===== src/rtl/sprite_sequencer.sv =====
// Multi-channel sprite redraw engine: per frame tick, erases each channel's previous
// footprint and redraws it at its new position, one pixel strobe per scan cycle.
module sprite_sequencer #(
   parameter int NUM_SPRITES = 7,
   parameter int SPR_W       = 6,
   parameter int SPR_H       = 7,
   parameter int X_W         = 8,
   parameter int Y_W         = 7,
   parameter int SCREEN_W    = 160,
   parameter int SCREEN_H    = 120,
   parameter int COLOUR_W    = 3
) (
   input  logic                            clock,
   input  logic                            reset,
   input  logic                            frame_tick,
   input  logic [NUM_SPRITES-1:0]          sprite_en,
   input  logic [NUM_SPRITES*X_W-1:0]      sprite_x,
   input  logic [NUM_SPRITES*Y_W-1:0]      sprite_y,
   input  logic [NUM_SPRITES*COLOUR_W-1:0] sprite_colour,
   input  logic [SPR_W*SPR_H-1:0]          sprite_mask,
   input  logic [COLOUR_W-1:0]             bg_colour,
   output logic [X_W-1:0]                  x_out,
   output logic [Y_W-1:0]                  y_out,
   output logic [COLOUR_W-1:0]             colour_out,
   output logic                            plot,
   output logic                            busy,
   output logic                            pass_done,
   output logic                            overrun
);

   localparam int P     = SPR_W * SPR_H;
   localparam int CH_W  = (NUM_SPRITES > 1) ? $clog2(NUM_SPRITES) : 1;
   localparam int C_W   = (SPR_W > 1) ? $clog2(SPR_W) : 1;
   localparam int R_W   = (SPR_H > 1) ? $clog2(SPR_H) : 1;
   localparam int PIX_W = (P > 1) ? $clog2(P) : 1;

   typedef enum logic [2:0] {
      S_IDLE   = 3'd0,
      S_SELECT = 3'd1,
      S_ERASE  = 3'd2,
      S_DRAW   = 3'd3,
      S_NEXT   = 3'd4,
      S_DONE   = 3'd5
   } state_e;

   state_e               state_q, state_d;
   logic [CH_W-1:0]      ch_q, ch_d;
   logic [C_W-1:0]       c_q, c_d;
   logic [R_W-1:0]       r_q, r_d;
   logic [PIX_W-1:0]     pix_q, pix_d;

   logic [NUM_SPRITES-1:0] en_q;
   logic [X_W-1:0]         x_q      [NUM_SPRITES];
   logic [Y_W-1:0]         y_q      [NUM_SPRITES];
   logic [COLOUR_W-1:0]    col_q    [NUM_SPRITES];
   logic [P-1:0]           mask_q;
   logic [COLOUR_W-1:0]    bg_q;
   logic [X_W-1:0]         old_x_q  [NUM_SPRITES];
   logic [Y_W-1:0]         old_y_q  [NUM_SPRITES];
   logic [NUM_SPRITES-1:0] old_valid_q;
   logic                   overrun_q;

   logic                   load_s;
   logic                   scan_last_s;
   logic                   scanning_s;
   logic [X_W-1:0]         base_x_s;
   logic [Y_W-1:0]         base_y_s;
   logic [X_W:0]           sum_x_s;
   logic [Y_W:0]           sum_y_s;

   assign load_s      = (state_q == S_IDLE) && frame_tick;
   assign scan_last_s = (pix_q == PIX_W'(P - 1));
   assign scanning_s  = (state_q == S_ERASE) || (state_q == S_DRAW);
   assign base_x_s    = (state_q == S_ERASE) ? old_x_q[ch_q] : x_q[ch_q];
   assign base_y_s    = (state_q == S_ERASE) ? old_y_q[ch_q] : y_q[ch_q];
   // One extra bit keeps off-screen sums from wrapping back onto the visible area.
   assign sum_x_s     = {1'b0, base_x_s} + (X_W+1)'(c_q);
   assign sum_y_s     = {1'b0, base_y_s} + (Y_W+1)'(r_q);

   assign busy        = (state_q != S_IDLE);
   assign pass_done   = (state_q == S_DONE);
   assign overrun     = overrun_q;

   always_ff @(posedge clock) begin
      if (reset) begin
         state_q     <= S_IDLE;
         ch_q        <= {CH_W{1'b0}};
         c_q         <= {C_W{1'b0}};
         r_q         <= {R_W{1'b0}};
         pix_q       <= {PIX_W{1'b0}};
         en_q        <= {NUM_SPRITES{1'b0}};
         mask_q      <= {P{1'b0}};
         bg_q        <= {COLOUR_W{1'b0}};
         old_valid_q <= {NUM_SPRITES{1'b0}};
         overrun_q   <= 1'b0;
         for (int i = 0; i < NUM_SPRITES; i++) begin
            x_q[i]     <= {X_W{1'b0}};
            y_q[i]     <= {Y_W{1'b0}};
            col_q[i]   <= {COLOUR_W{1'b0}};
            old_x_q[i] <= {X_W{1'b0}};
            old_y_q[i] <= {Y_W{1'b0}};
         end
      end else begin
         state_q   <= state_d;
         ch_q      <= ch_d;
         c_q       <= c_d;
         r_q       <= r_d;
         pix_q     <= pix_d;
         overrun_q <= frame_tick && (state_q != S_IDLE);
         if (load_s) begin
            en_q   <= sprite_en;
            mask_q <= sprite_mask;
            bg_q   <= bg_colour;
            for (int i = 0; i < NUM_SPRITES; i++) begin
               x_q[i]   <= sprite_x[i*X_W +: X_W];
               y_q[i]   <= sprite_y[i*Y_W +: Y_W];
               col_q[i] <= sprite_colour[i*COLOUR_W +: COLOUR_W];
            end
         end
         // Commit the drawn position so the next pass knows what to erase.
         if (state_q == S_NEXT) begin
            old_x_q[ch_q]     <= x_q[ch_q];
            old_y_q[ch_q]     <= y_q[ch_q];
            old_valid_q[ch_q] <= en_q[ch_q];
         end
      end
   end

   always_comb begin
      state_d = state_q;
      ch_d    = ch_q;
      c_d     = c_q;
      r_d     = r_q;
      pix_d   = pix_q;
      case (state_q)
         S_IDLE: begin
            if (frame_tick) begin
               state_d = S_SELECT;
               ch_d    = {CH_W{1'b0}};
            end else begin
               state_d = S_IDLE;
            end
         end
         S_SELECT: begin
            c_d   = {C_W{1'b0}};
            r_d   = {R_W{1'b0}};
            pix_d = {PIX_W{1'b0}};
            if (old_valid_q[ch_q]) begin
               state_d = S_ERASE;
            end else if (en_q[ch_q]) begin
               state_d = S_DRAW;
            end else begin
               state_d = S_NEXT;
            end
         end
         S_ERASE, S_DRAW: begin
            if (scan_last_s) begin
               c_d   = {C_W{1'b0}};
               r_d   = {R_W{1'b0}};
               pix_d = {PIX_W{1'b0}};
               if ((state_q == S_ERASE) && en_q[ch_q]) begin
                  state_d = S_DRAW;
               end else begin
                  state_d = S_NEXT;
               end
            end else begin
               pix_d = pix_q + PIX_W'(1);
               if (c_q == C_W'(SPR_W - 1)) begin
                  c_d = {C_W{1'b0}};
                  r_d = r_q + R_W'(1);
               end else begin
                  c_d = c_q + C_W'(1);
               end
            end
         end
         S_NEXT: begin
            if (ch_q == CH_W'(NUM_SPRITES - 1)) begin
               state_d = S_DONE;
            end else begin
               ch_d    = ch_q + CH_W'(1);
               state_d = S_SELECT;
            end
         end
         S_DONE: begin
            state_d = S_IDLE;
         end
         default: begin
            state_d = S_IDLE;
         end
      endcase
   end

   always_comb begin
      x_out      = {X_W{1'b0}};
      y_out      = {Y_W{1'b0}};
      colour_out = {COLOUR_W{1'b0}};
      plot       = 1'b0;
      if (scanning_s) begin
         x_out      = sum_x_s[X_W-1:0];
         y_out      = sum_y_s[Y_W-1:0];
         colour_out = (state_q == S_ERASE) ? bg_q : col_q[ch_q];
         plot       = mask_q[pix_q]
                      && (sum_x_s < (X_W+1)'(SCREEN_W))
                      && (sum_y_s < (Y_W+1)'(SCREEN_H));
      end else begin
         plot       = 1'b0;
      end
   end

endmodule


===== config.mk =====
export PLATFORM = sky130hd
export DESIGN_NAME = sprite_sequencer
export DESIGN_NICKNAME = d
export VERILOG_FILES = /design/src/rtl/sprite_sequencer.sv
export SDC_FILE = /design/constraint.sdc
export NUM_CORES = 1
export LEC_CHECK = 0
export ABC_CLOCK_PERIOD_IN_PS = 4500
export CAP_MARGIN = 20
export CORE_ASPECT_RATIO = 0.9
export CORE_MARGIN = 5
export CORE_UTILIZATION = 50
export CTS_CLUSTER_DIAMETER = 60
export DETAILED_ROUTE_END_ITERATION = 7
export MAX_ROUTING_LAYER = met4
export PLACE_DENSITY = 0.79
export SETUP_SLACK_MARGIN = 0.5
export SLEW_MARGIN = 20
export SYNTH_ARGS = -nofsm -noshare
export SYNTH_HDL_FRONTEND = slang
export SYNTH_SLANG_ARGS = --single-unit

===== constraint.sdc =====
create_clock -name clock -period 4.5 [get_ports clock]
set_input_delay 0.9 -clock clock [delete_from_list [all_inputs] [get_ports clock]]
set_output_delay 0.9 -clock clock [all_outputs]
set_load 0.01 [all_outputs]

==> flow_metrics.py, run 1 <==
metrics = {
    "floorplanning": {
        "fp-row-count": 60,
        "ios": 203,
        "core-area_sq_um": 30000,
        "dieArea_sq_um": 34000,
        "initial_core_util": 0.508,
        "chipHeight_um": 176,
        "die_w_um": 194,
    },
    "power": {
        "totalPowerFinal_w": 0.00740,
        "total_leakage_power_nw": 6.96,
        "power_density_nw_per_um2": 384,
        "vdd_drop_max_mv": 0.259,
    },
    "sta": {
        "drv_slew": 0,
        "fin_crit_sh": 0.997,
        "fin_skew_ns": 0.0245,
        "finalHoldViolCount": 0,
        "finalSetupViolations": 0,
        "hold_ws_ns": 0.450,
        "tightest_slew_ns": 1.13,
        "max_freq_ghz": 0.223,
        "tns_ns": 0,
        "rsz0062_at_grt": "yes",
        "min_period_ns": 4.49,
        "setup_ws_ns": 0.0142,
        "slew_headroom": 0.247,
    },
    "place": {
        "dp_cells": 1836,
        "io_buffers": 202,
        "routabilityCongestion": 0.820,
        "dp_slack_ns": 0.00740,
        "place_hpwl_um": 25600,
    },
    "critical_path": {
        "worst-path-buf-inv": 3,
        "setup.worst_path.class": "flop to output port",
        "crit_path_start_kind": "flop",
        "slowest_delay_ns": 0.48,
        "critPathSlowestCell": "dfxtp_4",
        "crit_top_cell": "buf_4",
        "end_kind": "output port",
        "r2r_start": "state_q[0]",
        "rr_endpoint": "old_y_q[4][6]",
        "r2r.worst_path.cells": 6,
        "cp_cell_sequence": "buf_4 -> buf_4 -> nand2b_2 -> o22ai_1 -> a31oi_1 -> mux2_2 -> nor3_2 -> a211oi_1 -> nor4_4 -> buf_2",
        "crit_required_ns": 3.60,
        "worstPathMaxFanout": 16,
        "rrSetupSlack_ns": 1.86,
        "cp_data_arrival_time_ns": 3.59,
        "critPathTopFamily": "compound AO/OA/AOI/OAI gates",
    },
    "global_route": {
        "grt_overflow": 0,
        "grt_pass1_vias": 10900,
        "grt_usage": 0.224,
        "grt_max_degree": 109,
        "grt_pass1_wl_um": 59400,
        "antenna_found_initial": 0,
    },
    "route": {
        "totalWireLength_um": 38100,
        "drtAntennaViolNets": 0,
        "wl_per_cell_um": 19.8,
        "drc": 0,
        "drt_iter0_drc": 1114,
        "via_per_inst": 5.61,
        "drt_pre_antenna_iters": 7,
        "vias": 10800,
    },
    "cts": {
        "cts.clk_slew.worst_paths_ns": 0.06,
        "cts_root_buf": "clkbuf_16",
        "cts_buffer_depth": 3,
        "cts_buffers": 35,
        "cts_max_level": 2,
        "cts_tree": "done",
        "cts_num_sinks": 327,
        "clk_latency_ns": 0.53,
        "ctsHoldBuffers": 0,
    },
    "logic_synthesis": {
        "synth_edf_count": 231,
        "synth.top_cell.area_share": 0.456,
        "yosys-top-cells-area": "edfxtp_1 (46%), dfxtp_1 (13%), mux4_2 (6.5%)",
        "synthCells": 1273,
        "synth_area_per_cell_sq_um": 12.0,
        "yosysTopAreaCell": "edfxtp_1",
        "ys_seq_area_frac": 0.582,
        "synth_async_sr_flop_share": 0,
        "synth_warnings": 0,
        "synth-main-ff-cell": "edfxtp_1",
        "synth_fp_nets": 1467,
        "synth_seq_cells": 327,
        "syn-cell-area_sq_um": 15200,
        "synth.distinct_cells": 79,
    },
    "worst_hold_path": {
        "hold_class": "flop to flop",
        "hold_start": "mask_q[2]",
        "hold_depth": 2,
        "min_to": "mask_q[2]",
    },
    "layout": {
        "layout.cells.non_filler": 1922,
        "drive_gt1_frac": 0.171,
        "nets": 1687,
        "antenna_cells": 0,
        "synthToLayoutAreaGrowth_pct": 26.4,
    },
    "flow_run": {
        "drv_cap": 0,
    },
    "outcome": {
        "status": "finished, final reports clean",
    },
}
-- state kept, by name, indices dropped and copies added (netlist names), 6 cells and up, named ones only --
| name | count |
|---|---|
| old_x_q | 64 |
| old_y_q | 56 |
| y_q | 49 |
| old_valid_q | 7 |
| en_q | 7 |
| mask_q | 42 |
| col_q | 21 |
| x_q | 56 |
| pix_q | 6 |
-- through the flow --
stage	cell area, sq um	utilization
4_1_cts	19200	0.639
2_1_floorplan	15300	-
3_5_place_dp	17700	0.591
6_report	19300	0.643
3_3_place_gp	17700	0.591
5_1_grt	19300	0.643
-- worst min-delay path: cells and delay by family (launching register included) --
| kind | cells | cell delay [ns] |
|---|---|---|
| compound gates | 1 | 0.05 |
| flops | 1 | 0.30 |
| simple gates | 1 | 0.05 |
-- power breakdown --
part | internal (W) | switching [W] | total, W
Clock | 0.00172 | 0.00115 | 0.00287
Sequential | 0.00347 | 0.0000772 | 0.00354
Combinational | 0.000463 | 0.000524 | 0.000987
Total | 0.00565 | 0.00175 | 0.00740
-- cell usage in the layout, fill, tap and decap left out, types with 5 or more instances in the layout --
cell / instances
nand3b_1: 11
mux2i_4: 6
a21oi_1: 76
edfxtp_1: 231
mux4_2: 44
ha_1: 7
nor3b_1: 5
mux2_2: 8
buf_6: 13
clkbuf_1: 9
mux2i_1: 49
a21oi_2: 8
nand2b_1: 21
a211oi_1: 10
clkdlybuf4s50_1: 187
nand3_1: 12
inv_1: 26
mux4_1: 6
buf_4: 52
o21ai_1: 15
o21ai_0: 16
clkbuf_8: 11
clkbuf_16: 36
xor2_1: 5
a21o_1: 5
a211oi_2: 5
nor2b_1: 34
o22ai_1: 8
nor2_1: 139
buf_2: 13
nor3_1: 5
dfxtp_1: 93
and2_1: 115
nand2_1: 136
-- cell type report --
| class | instances | area, sq um |
|---|---|---|
| fill | 2119 | 10700 |
| clock buffer | 56 | 1090 |
| sequential | 327 | 8870 |
| timing repair buffer | 269 | 2540 |
| clock inverter | 7 | 78.8 |
| multi-input combinational | 831 | 6070 |
| inverter | 29 | 109 |
| tap | 403 | 504 |
-- cells by family (layout without fill, tap and decap cells) --
group                      count (synthesis)  count (layout)  synth area share
buffers and inverters                    115             361            0.0385
DFF                                      327             327             0.582
AOI/OAI and AO/OA                        187             187            0.0770
xor gates and xnor gates                  10              10           0.00575
and+or+nand+nor                          507             507             0.166
adders and majority gates                 13              13            0.0117
muxes                                    114             114             0.119
-- worst max-delay path by stage --
stage          from       end  slack [ns]  depth (start not counted)
2_1_floorplan  flop      plot        0.47                         15
3_3_place_gp   flop  x_out[4]        0.09                         12
3_5_place_dp   flop      plot       0.007                         10
4_1_cts        flop      plot        0.05                         13
5_1_grt        flop      plot       -0.08                         13
6_report       flop      plot        0.01                         10
-- per-layer routing --
| layer | wire length, um | global-route usage |
|---|---|---|
| met1 | 16100 | 0.306 |
| met2 | 17800 | 0.351 |
| met3 | 3130 | 0.0432 |
| met4 | 1020 | 0.0609 |
| met5 | 0 | - |
-- Yosys cell counts, types with 3 or more instances --
cell / instances
a21oi_1: 86
mux2i_1: 54
a31oi_2: 3
mux2_2: 8
o22ai_1: 8
nand3_1: 12
buf_2: 11
nor2b_1: 36
buf_6: 9
a2111oi_0: 3
dfxtp_1: 96
a211oi_1: 15
o21ai_1: 16
inv_1: 26
nand3b_1: 11
xnor2_1: 4
o21ai_0: 17
buf_4: 4
nor3b_1: 5
nor2_1: 139
a21o_1: 5
nor2_2: 3
nand2b_1: 23
a22oi_1: 3
mux4_1: 6
nor3_1: 6
nand2_1: 137
clkbuf_1: 55
mux4_2: 44
and2_1: 115
xor2_1: 6
edfxtp_1: 231
ha_1: 11
inv_2: 3
-- repair_timing --
item	CTS	global route
gates resized for setup	89	25
pin swaps	13	9
setup buffers	19	4
setup endpoints to repair	14	15
cloned	0	0
(Power assumes the default switching activity.)
==> run 2, diff against run 1 <==
--- a/config.mk
+++ b/config.mk
@@ -12,6 +12,7 @@
 export CORE_UTILIZATION = 50
 export CTS_CLUSTER_DIAMETER = 60
 export DETAILED_ROUTE_END_ITERATION = 7
+export GPL_TIMING_DRIVEN = 0
 export MAX_ROUTING_LAYER = met4
 export PLACE_DENSITY = 0.79
 export SETUP_SLACK_MARGIN = 0.5
==> run 2 against run 1 <==
  * The run now ends with setup timing left
  * Power increased by 0.92%
  * Clock power about the same
  * Sequential power barely moved
  * Via count increased by 4.9%
  * First-iteration DRC count rose by 15%
  * Non-clock buffer count rose by 63
  * Largest cell class unchanged
==> flow_metrics.py, run 2 (synthesis results as in run 1) <==
metrics = {
    "floorplanning": {
        "dieArea_sq_um": 34000,
        "core-area_sq_um": 30000,
        "die_w_um": 194,
        "ios": 203,
        "initial_core_util": 0.508,
        "fp-row-count": 60,
        "chipHeight_um": 176,
    },
    "place": {
        "routabilityCongestion": 0.896,
        "place_hpwl_um": 29800,
        "io_buffers": 201,
        "dp_slack_ns": -0.871,
    },
    "sta": {
        "tightest_slew_ns": 1.09,
        "rsz0062_at_grt": "yes",
        "setup_ws_ns": -0.377,
        "fin_crit_sh": 1.08,
        "fin_skew_ns": 0.0241,
        "finalHoldViolCount": 0,
        "min_period_ns": 4.88,
        "finalSetupViolations": 11,
        "drv_slew": 0,
        "slew_headroom": 0.271,
        "max_freq_ghz": 0.205,
    },
    "outcome": {
        "status": "complete, but fails checks",
        "violations": "setup timing",
    },
    "global_route": {
        "grt_max_degree": 62,
        "grt_pass1_wl_um": 64400,
        "grt_overflow": 0,
        "antenna_found_initial": 0,
        "grt_usage": 0.250,
        "grt_pass1_vias": 11600,
    },
    "power": {
        "power_switching_w": 0.00183,
        "p_seq_frac": 0.474,
        "vdd_drop_max_mv": 0.267,
        "total_leakage_power_nw": 7.18,
        "swShare": 0.245,
        "pwr-share-comb": 0.143,
        "power_density_nw_per_um2": 380,
        "internal-power_w": 0.00564,
        "clkPwrFrac": 0.382,
    },
    "layout": {
        "seq_area_sq_um": 8860,
        "reg.largest.list": "old_x_q (64), old_y_q (56), x_q (56)",
        "finalCoreUtilization": 0.657,
        "multi_input_area_sq_um": 6070,
        "mostFrequentLayoutCell": "edfxtp_1",
        "nets": 1750,
        "antenna_cells": 0,
        "largest_reg_flops": 64,
        "synthToLayoutAreaGrowth_pct": 29.2,
        "final_cell_mix": "edfxtp_1 (231), clkdlybuf4s50_1 (183), nor2_1 (137), nand2_1 (136), and2_1 (113)",
        "drive_gt1_frac": 0.168,
        "regMostFlops": "old_x_q",
        "fillers": 2087,
    },
    "route": {
        "drt_pre_antenna_iters": 6,
        "totalWireLength_um": 42500,
        "drc": 0,
        "vias": 11300,
        "via_per_inst": 5.70,
        "drt_iter0_drc": 1281,
        "wl_per_cell_um": 21.4,
        "drtAntennaViolNets": 0,
    },
    "flow_run": {
        "drv_cap": 0,
    },
    "cts": {
        "cts_buffers": 35,
        "cts_root_buf": "clkbuf_16",
        "cts_max_level": 2,
        "cts_tree": "done",
        "clk_latency_ns": 0.53,
        "cts_buffer_depth": 3,
        "cts_num_sinks": 327,
        "ctsHoldBuffers": 0,
        "cts.clk_slew.worst_paths_ns": 0.06,
    },
    "critical_path": {
        "crit_top_cell": "buf_12",
        "crit_required_ns": 3.60,
        "cp_data_arrival_time_ns": 3.98,
        "worstPathMaxFanout": 6,
        "critPathSlowestCell": "mux4_2",
        "setup.worst_path.class": "flop to output port",
        "cp_cell_sequence": "buf_8 -> buf_12 -> buf_12 -> buf_16 -> buf_12 -> mux4_2 -> mux2i_4 -> a21oi_2 -> ha_2 -> fa_2 -> a21oi_4 -> or3_1 -> a21oi_2 -> a211oi_2 -> buf_2",
        "end_kind": "output port",
        "slowest_delay_ns": 0.44,
        "crit_path_start_kind": "flop",
    },
    "worst_hold_path": {
        "hold_class": "flop to flop",
    },
}
[run 2: changes by cell type in the layout (fill, tap and decap cells not counted), moves of 4 or more]
cell,before,now
buf_12,3,9
buf_2,13,19
buf_4,52,32
buf_6,13,20
buf_8,0,6
clkbuf_1,9,58
clkbuf_8,11,1
clkdlybuf4s50_1,187,183
clkinv_1,2,9
[run 2: repair_timing]
item,CTS,global route
endpoints found under the setup margin,19,18
pin swaps,15,14
cloned,0,0
gates resized for setup,104,46
setup buffers,34,6
[run 2: per-layer routing]
metal | routed length (um) | global-route usage
met1 | 16600 | 0.327
met2 | 20100 | 0.395
met3 | 4680 | 0.0608
met4 | 1130 | 0.0703
met5 | 0 | -
[run 2: power groups by stage]
stage	registers (W)	clock network [W]	logic, W
2_1_floorplan	0.00358	0	0.000574
3_3_place_gp	0.00360	0	0.000940
3_5_place_dp	0.00360	0	0.000968
4_1_cts	0.00354	0.00287	0.00104
5_1_grt	0.00356	0.00299	0.00115
6_report	0.00354	0.00286	0.00107
[run 2: area by class of cell]
class | instances | area share
flip-flops and latches | 327 | 0.451
repair buffers | 246 | 0.121
well taps | 403 | 0.0256
clock buffers | 46 | 0.0504
clock inverters | 17 | 0.00757
multi-input cells | 831 | 0.309
plain buffers | 86 | 0.0310
inverters | 29 | 0.00553
[run 2: worst max-delay path: cells and delay by family (launching register included)]
kind	cells	cell delay [ns]
buf+inv	6	0.82
mux	2	0.77
compound gates	4	0.73
fa+ha+maj	2	0.62
flops	1	0.36
simple gates	1	0.15
[run 2: stage by stage]
step           total power, W  hold WS, ns  cells  instance area (sq um)  setup TNS (ns)
6_report              0.00747        0.452   1985                  19700           -2.19
5_1_grt               0.00769        0.471   1985                  19700           -3.21
2_1_floorplan         0.00415        0.433   1273                  15300               0
3_5_place_dp          0.00457        0.447   1882                  17900           -6.36
3_3_place_gp          0.00454        0.440   1877                  17800          -14.64
4_1_cts               0.00744        0.455   1979                  19500           -2.22
[run 2: worst paths after layout]
path / endpoint / startpoint / slack, ns / cells after the start
max: x_out[4] / flop / -0.38 / 15
min reg2reg: mask_q[8] / mask_q[8] / 0.45 / 2
min: mask_q[8] / mask_q[8] / 0.45 / 2
max reg2reg: old_y_q[1][5] / state_q[1] / 1.24 / 8
==> run 3, diff against run 2 <==
--- a/config.mk
+++ b/config.mk
@@ -9,14 +9,13 @@
 export CAP_MARGIN = 20
 export CORE_ASPECT_RATIO = 0.9
 export CORE_MARGIN = 5
-export CORE_UTILIZATION = 50
+export CORE_UTILIZATION = 40
 export CTS_CLUSTER_DIAMETER = 60
 export DETAILED_ROUTE_END_ITERATION = 7
 export GPL_TIMING_DRIVEN = 0
 export MAX_ROUTING_LAYER = met4
-export PLACE_DENSITY = 0.79
+export PLACE_DENSITY = 0.66
 export SETUP_SLACK_MARGIN = 0.5
-export SLEW_MARGIN = 20
 export SYNTH_ARGS = -nofsm -noshare
 export SYNTH_HDL_FRONTEND = slang
 export SYNTH_SLANG_ARGS = --single-unit
==> run 3 against run 2 <==
  * The run still ends with setup timing left
  * Die area up 24%
  * Core utilization down 12 points
  * Via count down 1.3%
==> flow_metrics.py, run 3 (synthesis results as in run 1) <==
metrics = {
    "sta": {
        "rsz0062_at_grt": "yes",
        "finalSetupViolations": 8,
        "slew_headroom": 0.267,
        "drv_slew": 0,
        "max_freq_ghz": 0.205,
        "tightest_slew_ns": 1.10,
        "setup_ws_ns": -0.379,
        "min_period_ns": 4.88,
        "fin_crit_sh": 1.08,
        "fin_skew_ns": 0.0187,
        "finalHoldViolCount": 0,
    },
    "cts": {
        "ctsHoldBuffers": 0,
        "cts_buffer_depth": 3,
        "cts_max_level": 2,
        "clk_latency_ns": 0.52,
        "cts.clk_slew.worst_paths_ns": 0.06,
        "cts_tree": "done",
        "cts_root_buf": "clkbuf_16",
        "cts_num_sinks": 327,
        "cts_buffers": 36,
    },
    "global_route": {
        "grt_overflow": 0,
        "grt_pass1_vias": 11400,
        "grt_pass1_wl_um": 66400,
        "grt_max_degree": 69,
        "antenna_found_initial": 1,
        "grt_usage": 0.209,
    },
    "route": {
        "drtAntennaViolNets": 0,
        "vias": 11200,
        "drt_iter0_drc": 1090,
        "drc": 0,
        "via_per_inst": 5.39,
        "totalWireLength_um": 43800,
        "wl_per_cell_um": 21.1,
        "drt_pre_antenna_iters": 5,
    },
    "layout": {
        "finalCoreUtilization": 0.532,
        "reg.largest.list": "old_x_q (64), old_y_q (56), x_q (56)",
        "regMostFlops": "old_x_q",
        "final_cell_mix": "edfxtp_1 (231), clkdlybuf4s50_1 (183), nor2_1 (138), nand2_1 (137), and2_1 (113)",
        "synthToLayoutAreaGrowth_pct": 30.8,
        "layout.cells.non_filler": 2072,
        "nets": 1757,
        "mostFrequentLayoutCell": "edfxtp_1",
        "drive_gt1_frac": 0.176,
        "largest_reg_flops": 64,
    },
    "floorplanning": {
        "die_w_um": 216,
        "ios": 203,
        "fp-row-count": 67,
        "dieArea_sq_um": 42100,
        "core-area_sq_um": 37400,
        "initial_core_util": 0.407,
        "chipHeight_um": 195,
    },
    "power": {
        "power_density_nw_per_um2": 378,
        "totalPowerFinal_w": 0.00753,
        "total_leakage_power_nw": 7.21,
        "vdd_drop_max_mv": 0.215,
    },
    "critical_path": {
        "worstPathMaxFanout": 6,
        "crit_required_ns": 3.60,
        "end_kind": "output port",
        "cp_data_arrival_time_ns": 3.98,
        "crit_path_start_kind": "flop",
        "setup.worst_path.class": "flop to output port",
    },
    "place": {
        "dp_cells": 1961,
        "routabilityCongestion": 0.854,
        "place_hpwl_um": 31300,
        "io_buffers": 201,
    },
    "worst_hold_path": {
        "hold_class": "flop to flop",
    },
    "outcome": {
        "violations": "setup timing",
        "status": "complete, but fails checks",
    },
    "flow_run": {
        "drv_cap": 0,
    },
}
[run 3: changes by cell type in the layout (fill, tap and decap cells not counted), moves of 3 or more]
cell,change
buf_12,+4
buf_4,+10
buf_6,-4
clkbuf_1,-3
clkinv_1,-3
clkinv_2,+6
[run 3: path summary, 6_finish.rpt]
kind	startpoint	end	slack, ns	cells past startpoint
setup / recovery	flop	plot	-0.38	16
hold / removal	mask_q[31]	mask_q[31]	0.45	2
setup reg to reg	state_q[1]	old_y_q[1][1]	1.06	8
hold reg to reg	mask_q[31]	mask_q[31]	0.45	2
[run 3: final cells by class]
cell class | count | area, sq um
clock buffers | 42 | 966
flip-flops and latches | 327 | 8860
inverters | 29 | 109
well taps | 483 | 604
multi-input cells | 831 | 6110
repair buffers | 252 | 2440
clock inverters | 21 | 191
fillers | 3184 | 17500
plain buffers | 86 | 618
diodes | 1 | 2.50
[run 3: repair_timing]
action / 4_1_cts / 5_1_grt
setup endpoints to repair: 19 / 16
resized for setup: 133 / 23
buffers inserted: 33 / 13
pin swaps: 23 / 12
[run 3: layer usage]
| layer | global-route usage | part of all wire |
|---|---|---|
| met4 | 0.0507 | 0.023 |
| met5 | - | 0 |
| met3 | 0.0486 | 0.086 |
| met2 | 0.326 | 0.47 |
| met1 | 0.279 | 0.42 |
[run 3: where the power goes]
group,internal (W),switching (W)
clock,0.00171,0.00120
combinational,0.000500,0.000583
sequential,0.00347,0.0000685
[run 3: metrics by stage]
stage	cell area, sq um	hold slack (ns)	setup WS (ns)	TNS (ns)
global route	19900	0.471	-0.463	-2.69
floorplan	15300	0.433	0.469	0
detailed placement	18000	0.448	-1.14	-9.07
finish	19900	0.453	-0.379	-1.56
global placement	17900	0.440	-1.04	-20.07
CTS	19700	0.455	-0.322	-1.61
[run 3: critical path: stages (launching register included)]
cell,delay (ns)
dfxtp_2,0.36
buf_8,0.12
buf_12,0.09
buf_12,0.11
buf_12,0.11
buf_12,0.13
mux4_2,0.51
nor2b_4,0.15
a211oi_4,0.22
a21oi_4,0.07
ha_2,0.22
fa_2,0.37
a21oi_4,0.20
o21bai_1,0.11
a32o_2,0.25
nor4_4,0.27
buf_2,0.18
